## config.mk

```make
export PLATFORM = sky130hd
export DESIGN_NAME = tx_resp_packer_flat
export DESIGN_NICKNAME = d
export VERILOG_FILES = /design/src/rtl/tx_resp_packer_if.sv /design/src/rtl/tx_resp_packer.sv /design/src/flat_wrapper.sv
export SDC_FILE = /design/constraint.sdc
export NUM_CORES = 1
export LEC_CHECK = 0
export CORE_ASPECT_RATIO = 0.9
export CORE_MARGIN = 4
export CORE_UTILIZATION = 52
export CTS_CLUSTER_SIZE = 28
export DETAILED_ROUTE_END_ITERATION = 6
export PLACE_DENSITY_LB_ADDON = 0.15
export SLEW_MARGIN = 20
export SYNTH_ARGS = -nofsm -noshare
export SYNTH_HDL_FRONTEND = slang
export SYNTH_SLANG_ARGS = --single-unit
```

## constraint.sdc

```tcl
create_clock -name clk -period 3.6 [get_ports clk]
set_clock_uncertainty 0.2 [all_clocks]
set_input_delay 1.08 -clock clk [delete_from_list [all_inputs] [get_ports clk]]
set_output_delay 1.08 -clock clk [all_outputs]
set_load 0.1 [all_outputs]
```

## src/rtl/tx_resp_packer_if.sv

```systemverilog
// Response-packer bus: response sources in, TX FIFO write port and status out.
interface tx_resp_packer_if #(
  parameter int DATA_WIDTH = 8
);
  logic [DATA_WIDTH-1:0]   rd_data;
  logic                    rd_valid;
  logic [2*DATA_WIDTH-1:0] alu_out;
  logic                    alu_valid;
  logic                    fifo_full;
  logic [DATA_WIDTH-1:0]   fifo_wr_data;
  logic                    fifo_wr_inc;
  logic                    q_full;
  logic                    q_empty;
  logic                    overflow;

  // Upstream side: response sources plus the FIFO full flag.
  modport master (
    output rd_data, rd_valid, alu_out, alu_valid, fifo_full,
    input  fifo_wr_data, fifo_wr_inc, q_full, q_empty, overflow
  );

  // Packer side.
  modport slave (
    input  rd_data, rd_valid, alu_out, alu_valid, fifo_full,
    output fifo_wr_data, fifo_wr_inc, q_full, q_empty, overflow
  );
endinterface

```

## src/rtl/tx_resp_packer.sv

```systemverilog
// Response framer: queues register-read bytes and ALU results, then writes
// each as a byte frame (optional header, payload low byte first) into the
// TX async FIFO, stalling while the FIFO reports full.
module tx_resp_packer #(
  parameter int                    DATA_WIDTH = 8,
  parameter int                    DEPTH      = 4,
  parameter bit                    HDR_EN     = 1'b1,
  parameter logic [DATA_WIDTH-1:0] HDR_RD     = 8'hA5,
  parameter logic [DATA_WIDTH-1:0] HDR_ALU    = 8'h5A
) (
  input  logic             clk,
  input  logic             rst,
  tx_resp_packer_if.slave  bus
);
  localparam int PW = $clog2(DEPTH);
  localparam int CW = PW + 1;
  localparam logic [CW-1:0] DEPTH_C  = CW'(DEPTH);
  localparam logic [CW-1:0] DEPTH_M1 = CW'(DEPTH - 1);

  typedef enum logic [1:0] {S_IDLE, S_HDR, S_B0, S_B1} state_t;

  state_t                  state_q;
  logic [PW-1:0]           wptr_q, rptr_q;
  logic [CW-1:0]           count_q;
  logic                    overflow_q;

  logic                    typ_mem [DEPTH];
  logic [2*DATA_WIDTH-1:0] pay_mem [DEPTH];
  logic                    type_q;
  logic [2*DATA_WIDTH-1:0] frame_q;

  logic                    wr_inc, last_byte, pop;
  logic                    has1, has2, wr_alu, wr_rd, drop;
  logic [PW-1:0]           rd_slot;
  logic [DATA_WIDTH-1:0]   wr_data;
  state_t                  first_st;

  // Write strobe, frame end detection, pop and enqueue admission decisions.
  always_comb begin
    wr_inc    = (state_q != S_IDLE) && !bus.fifo_full;
    last_byte = (state_q == S_B1) || ((state_q == S_B0) && !type_q);
    pop       = (count_q != '0) && ((state_q == S_IDLE) || (wr_inc && last_byte));
    first_st  = HDR_EN ? S_HDR : S_B0;
    // A slot vacated by this edge's pop is usable by this edge's write.
    has1      = (count_q < DEPTH_C) || pop;
    has2      = (count_q < DEPTH_M1) || (pop && (count_q == DEPTH_M1));
    wr_alu    = bus.alu_valid && has1;
    wr_rd     = bus.rd_valid && (bus.alu_valid ? has2 : has1);
    drop      = (bus.alu_valid && !has1) || (bus.rd_valid && !wr_rd);
    rd_slot   = wr_alu ? (wptr_q + PW'(1)) : wptr_q;
  end

  // Byte selection from the frame register; zero while idle.
  always_comb begin
    wr_data = '0;
    case (state_q)
      S_HDR:   wr_data = type_q ? HDR_ALU : HDR_RD;
      S_B0:    wr_data = frame_q[DATA_WIDTH-1:0];
      S_B1:    wr_data = frame_q[2*DATA_WIDTH-1:DATA_WIDTH];
      default: wr_data = '0;
    endcase
  end

  // Entry storage and frame register load; data only, no reset needed.
  always_ff @(posedge clk) begin
    if (wr_alu) begin
      typ_mem[wptr_q] <= 1'b1;
      pay_mem[wptr_q] <= bus.alu_out;
    end
    if (wr_rd) begin
      typ_mem[rd_slot] <= 1'b0;
      pay_mem[rd_slot] <= {{DATA_WIDTH{1'b0}}, bus.rd_data};
    end
    if (pop) begin
      type_q  <= typ_mem[rptr_q];
      frame_q <= pay_mem[rptr_q];
    end
  end

  // Queue pointers, occupancy, overflow flag and emitter state machine.
  always_ff @(posedge clk or posedge rst) begin
    if (rst) begin
      state_q    <= S_IDLE;
      wptr_q     <= '0;
      rptr_q     <= '0;
      count_q    <= '0;
      overflow_q <= 1'b0;
    end else begin
      wptr_q     <= wptr_q + PW'(wr_alu) + PW'(wr_rd);
      rptr_q     <= rptr_q + PW'(pop);
      count_q    <= count_q + CW'(wr_alu) + CW'(wr_rd) - CW'(pop);
      overflow_q <= drop;
      if (pop) begin
        state_q <= first_st;
      end else if (wr_inc) begin
        case (state_q)
          S_HDR:   state_q <= S_B0;
          S_B0:    state_q <= type_q ? S_B1 : S_IDLE;
          default: state_q <= S_IDLE;
        endcase
      end
    end
  end

  assign bus.fifo_wr_inc  = wr_inc;
  assign bus.fifo_wr_data = wr_data;
  assign bus.q_full       = (count_q == DEPTH_C);
  assign bus.q_empty      = (count_q == '0) && (state_q == S_IDLE);
  assign bus.overflow     = overflow_q;
endmodule
```

## src/flat_wrapper.sv

```systemverilog
// flat-port wrapper written by rule: the top's interface ports become plain ports
module tx_resp_packer_flat 
#(
  parameter int                    DATA_WIDTH = 8,
  parameter int                    DEPTH      = 4,
  parameter bit                    HDR_EN     = 1'b1,
  parameter logic [DATA_WIDTH-1:0] HDR_RD     = 8'hA5,
  parameter logic [DATA_WIDTH-1:0] HDR_ALU    = 8'h5A
)
  (clk, rst, bus_rd_data, bus_rd_valid, bus_alu_out, bus_alu_valid, bus_fifo_full, bus_fifo_wr_data, bus_fifo_wr_inc, bus_q_full, bus_q_empty, bus_overflow);
  tx_resp_packer_if #(.DATA_WIDTH(DATA_WIDTH)) bus_i ();
  input  logic clk;
  input  logic rst;
  input wire logic [$bits(bus_i.rd_data)-1:0] bus_rd_data;
  input wire logic [$bits(bus_i.rd_valid)-1:0] bus_rd_valid;
  input wire logic [$bits(bus_i.alu_out)-1:0] bus_alu_out;
  input wire logic [$bits(bus_i.alu_valid)-1:0] bus_alu_valid;
  input wire logic [$bits(bus_i.fifo_full)-1:0] bus_fifo_full;
  output wire logic [$bits(bus_i.fifo_wr_data)-1:0] bus_fifo_wr_data;
  output wire logic [$bits(bus_i.fifo_wr_inc)-1:0] bus_fifo_wr_inc;
  output wire logic [$bits(bus_i.q_full)-1:0] bus_q_full;
  output wire logic [$bits(bus_i.q_empty)-1:0] bus_q_empty;
  output wire logic [$bits(bus_i.overflow)-1:0] bus_overflow;
  assign bus_i.rd_data = bus_rd_data;
  assign bus_i.rd_valid = bus_rd_valid;
  assign bus_i.alu_out = bus_alu_out;
  assign bus_i.alu_valid = bus_alu_valid;
  assign bus_i.fifo_full = bus_fifo_full;
  assign bus_fifo_wr_data = bus_i.fifo_wr_data;
  assign bus_fifo_wr_inc = bus_i.fifo_wr_inc;
  assign bus_q_full = bus_i.q_full;
  assign bus_q_empty = bus_i.q_empty;
  assign bus_overflow = bus_i.overflow;
  tx_resp_packer #(.DATA_WIDTH(DATA_WIDTH), .DEPTH(DEPTH), .HDR_EN(HDR_EN), .HDR_RD(HDR_RD), .HDR_ALU(HDR_ALU)) u_core (.clk(clk), .rst(rst), .bus(bus_i));
endmodule
```

==> results.md <==
- I/O pin count: 41
- Core area: 8770 um^2
- Cell row count: 32
- TNS Setup: 0 ns
- Post-Syn Area per Cell: 12.4 um^2
- CTS Buf Count: 9
- Max-Cap Viols: 0
- Syn Std Cell Area: 4780 um^2
- Final core occ: 66.5%
- Clock latency on the worst-skew pair: 0.35 ns
- Crit Path Category: primary input to primary output
- Synthesized net count: 429
- Port bufs: 40
- Maximum VDD drop: 0.000436 V
- Final WL: 10600 um
- Maximum buffer depth of the clock tree: 2
- Seq/Total Area, Yosys: 51.1%
- Via count of the routed design: 3157
- Post-route minimum period: 3.36 ns
- Critical Path RT: 2.32 ns
- Final ANT Viol Nets: 0
- Final setup violation count: 0
- Total power: 5.51 mW
- Crit share post-route: 93.3%
- Drc violations: 0
- Initial antenna violation count: 0
- First DRT Iteration DRCs: 167
- Gr usage total: 21.0%
- Post_cts resized: 0
- Crit end category: primary output
- First-pass GRT wire length: 17300 um
- Clock Pin Slew Worst Setup and Hold Paths: 0.08 ns
- Area grow syn2layout: 22.0%
- Die area: 10800 um^2
- Max Freq: 298 MHz
- Post-Synthesis Cells: 385
- Worst Hold Class: register to register
- Final hold vios: 0
- Count of state elements after synthesis: 95
- Hold_buf cts: 0
- Synth cell types: 48
- Status: complete, no violations
- Worst slew margin: 36.5%
- Final Max Slew Viols: 0
- CTS tree: built
- Post-DP HPWL: 7460 um
- Root Driver: clkbuf_8
- Synth warn: 0
- P_leak: 2.44 nW
- WL/cell: 18.4 um
- Die Wd: 109 um
- CTS H-tree lvls: 3
- Pre-antenna DRT Iters: 4
- Crit path max fanout: 4
- RSZ-0062 raised after global routing: false
- Setup Fix Bufs, Post-CTS: 0
- Gp weighted congestion: 0.819
- Worst-Margin Slew: 0.952 ns
- Die Y: 98.9 um
- Crit path DAT: 2.08 ns
- Pwr/cell area: 945 nW/um^2
- TritonCTS Sinks: 95
- Largest net degree at the start of global routing: 21
- Vias in the first global route: 3233
- Layout cell share with drive strength beyond 1: 28.1%
- Layout Nets: 495
- Overflow after GRT: 0
- Worst setup SP type: primary input
- Drt via density: 5.49
- Initial Utilization: 54.5%
- ANT cells: 0
worst max-delay path: stages:
cell,delay [ns]
clkdlybuf4s50_1,0.42
buf_4,0.14
nor2_2,0.22
buf_12,0.21
synthesized netlist by cell type, drive strengths merged:
cell	number	area [um^2]
nor2	65	246
edfxtp	49	1470
mux2i	40	400
dfxtp	36	721
mux2	24	270
nand2	22	82.6
inv	21	78.8
mux4	17	383
a21oi	15	97.6
buf	14	88.8
ha	12	150
dfrtp	10	250
a22oi	8	60.1
clkbuf	7	28.8
o21ai	6	30.0
o211ai	5	51.3
nand2b	4	32.5
a211oi	3	40.0
fa	3	60.1
xor2	3	26.3
a21o	2	16.3
a2bb2oi	2	41.3
and2	2	12.5
and4	2	17.5
nor2b	2	12.5
nor3	2	10.0
a2bb2o	1	20.0
a311o	1	10.0
a32o	1	10.0
nand3	1	5.00
o211a	1	10.0
o21a	1	7.51
o22ai	1	20.0
o2bb2ai	1	8.76
or2	1	6.26
layer usage:
layer  vias up  part of all wire, %  GRT usage [%]
li1       1520                    -              -
met1      1544                   44           29.1
met2        85                   50           34.6
met3         8                  5.3           3.34
met4         0                  1.1           5.24
met5         -                    0              0
placed cells by master (no fill, tap or decap), types with 3 or more instances in the layout:
| cell | netlist | layout |
|---|---|---|
| dfxtp_1 | 36 | 36 |
| fa_1 | 3 | 3 |
| o21ai_1 | 5 | 5 |
| dfrtp_1 | 10 | 10 |
| clkdlybuf4s50_1 | 0 | 28 |
| xor2_1 | 3 | 3 |
| edfxtp_1 | 49 | 49 |
| inv_4 | 0 | 3 |
| mux2i_1 | 40 | 40 |
| nand2_1 | 22 | 22 |
| ha_1 | 12 | 12 |
| clkbuf_8 | 0 | 10 |
| nor2_1 | 64 | 62 |
| a21oi_2 | 0 | 8 |
| nand2b_1 | 3 | 3 |
| o211ai_1 | 4 | 4 |
| mux2_2 | 24 | 24 |
| inv_1 | 21 | 21 |
| mux4_2 | 17 | 17 |
| buf_12 | 0 | 13 |
| a22oi_1 | 8 | 8 |
| nor2_2 | 1 | 3 |
| buf_4 | 3 | 35 |
| a21oi_1 | 13 | 5 |
final timing paths:
path                                                     from                       endpoint  slack [ns]  cells past startpoint
min in group asynchronous                                 rst     u_core.rptr_q[1]$_DFF_PP0_        0.82                      2
worst min register to register   u_core.typ_mem[3]$_SDFF_PP0_   u_core.typ_mem[3]$_SDFF_PP0_        0.25                      2
worst max-delay path                            bus_fifo_full                bus_fifo_wr_inc        0.24                      4
max in group asynchronous                                 rst  u_core.state_q[0]$_DFFE_PP0P_        2.09                      2
worst min-delay path             u_core.typ_mem[3]$_SDFF_PP0_   u_core.typ_mem[3]$_SDFF_PP0_        0.25                      2
worst max register to register  u_core.state_q[0]$_DFFE_PP0P_    u_core.count_q[2]$_DFF_PP0_        0.45                     12
cell type report:
type	instances	area (um^2)
repair buffers	76	803
flip-flops and latches	95	2440
clock inverters	4	27.5
fillers	666	2940
well taps	119	149
inverters	21	78.8
multi-input cells	248	2180
clock buffers	12	145
per-stage QoR:
step | setup slack [ns] | hold slack (ns) | instances | instance area, um^2
floorplan | 0.0133 | 0.222 | 385 | 4820
global placement | -0.0179 | 0.231 | 559 | 5660
detailed placement | -0.0492 | 0.238 | 559 | 5660
CTS | 0.240 | 0.254 | 575 | 5830
global route | 0.161 | 0.278 | 575 | 5830
finish | 0.241 | 0.252 | 575 | 5830
registers in the layout, indices dropped and copies added, names as in the netlist:
register,flops
u_core.pay_mem,64
u_core.frame_q,16
u_core.typ_mem,4
u_core.count_q,3
u_core.rptr_q,2
u_core.state_q,2
u_core.wptr_q,2
u_core.bus.overflow,1
u_core.type_q,1
power by group:
group / internal (mW) / switching, mW
logic: 1.24 / 1.63
registers: 1.73 / 0.262
clock network: 0.275 / 0.368
cells by family (layout without fill, tap and decap cells):
kind of cell | Yosys count | in the layout | synth area share (%)
buffers and inverters | 42 | 113 | 4.11
flip-flops | 95 | 95 | 51.1
adder cells (fa/ha/maj) | 15 | 15 | 4.40
XOR/XNOR | 3 | 3 | 0.550
AND/OR/NAND/NOR | 101 | 101 | 8.91
AO/OA/AOI/OAI | 48 | 48 | 8.85
multiplexers | 81 | 81 | 22.1
Power figures use the tool's default switching activity.
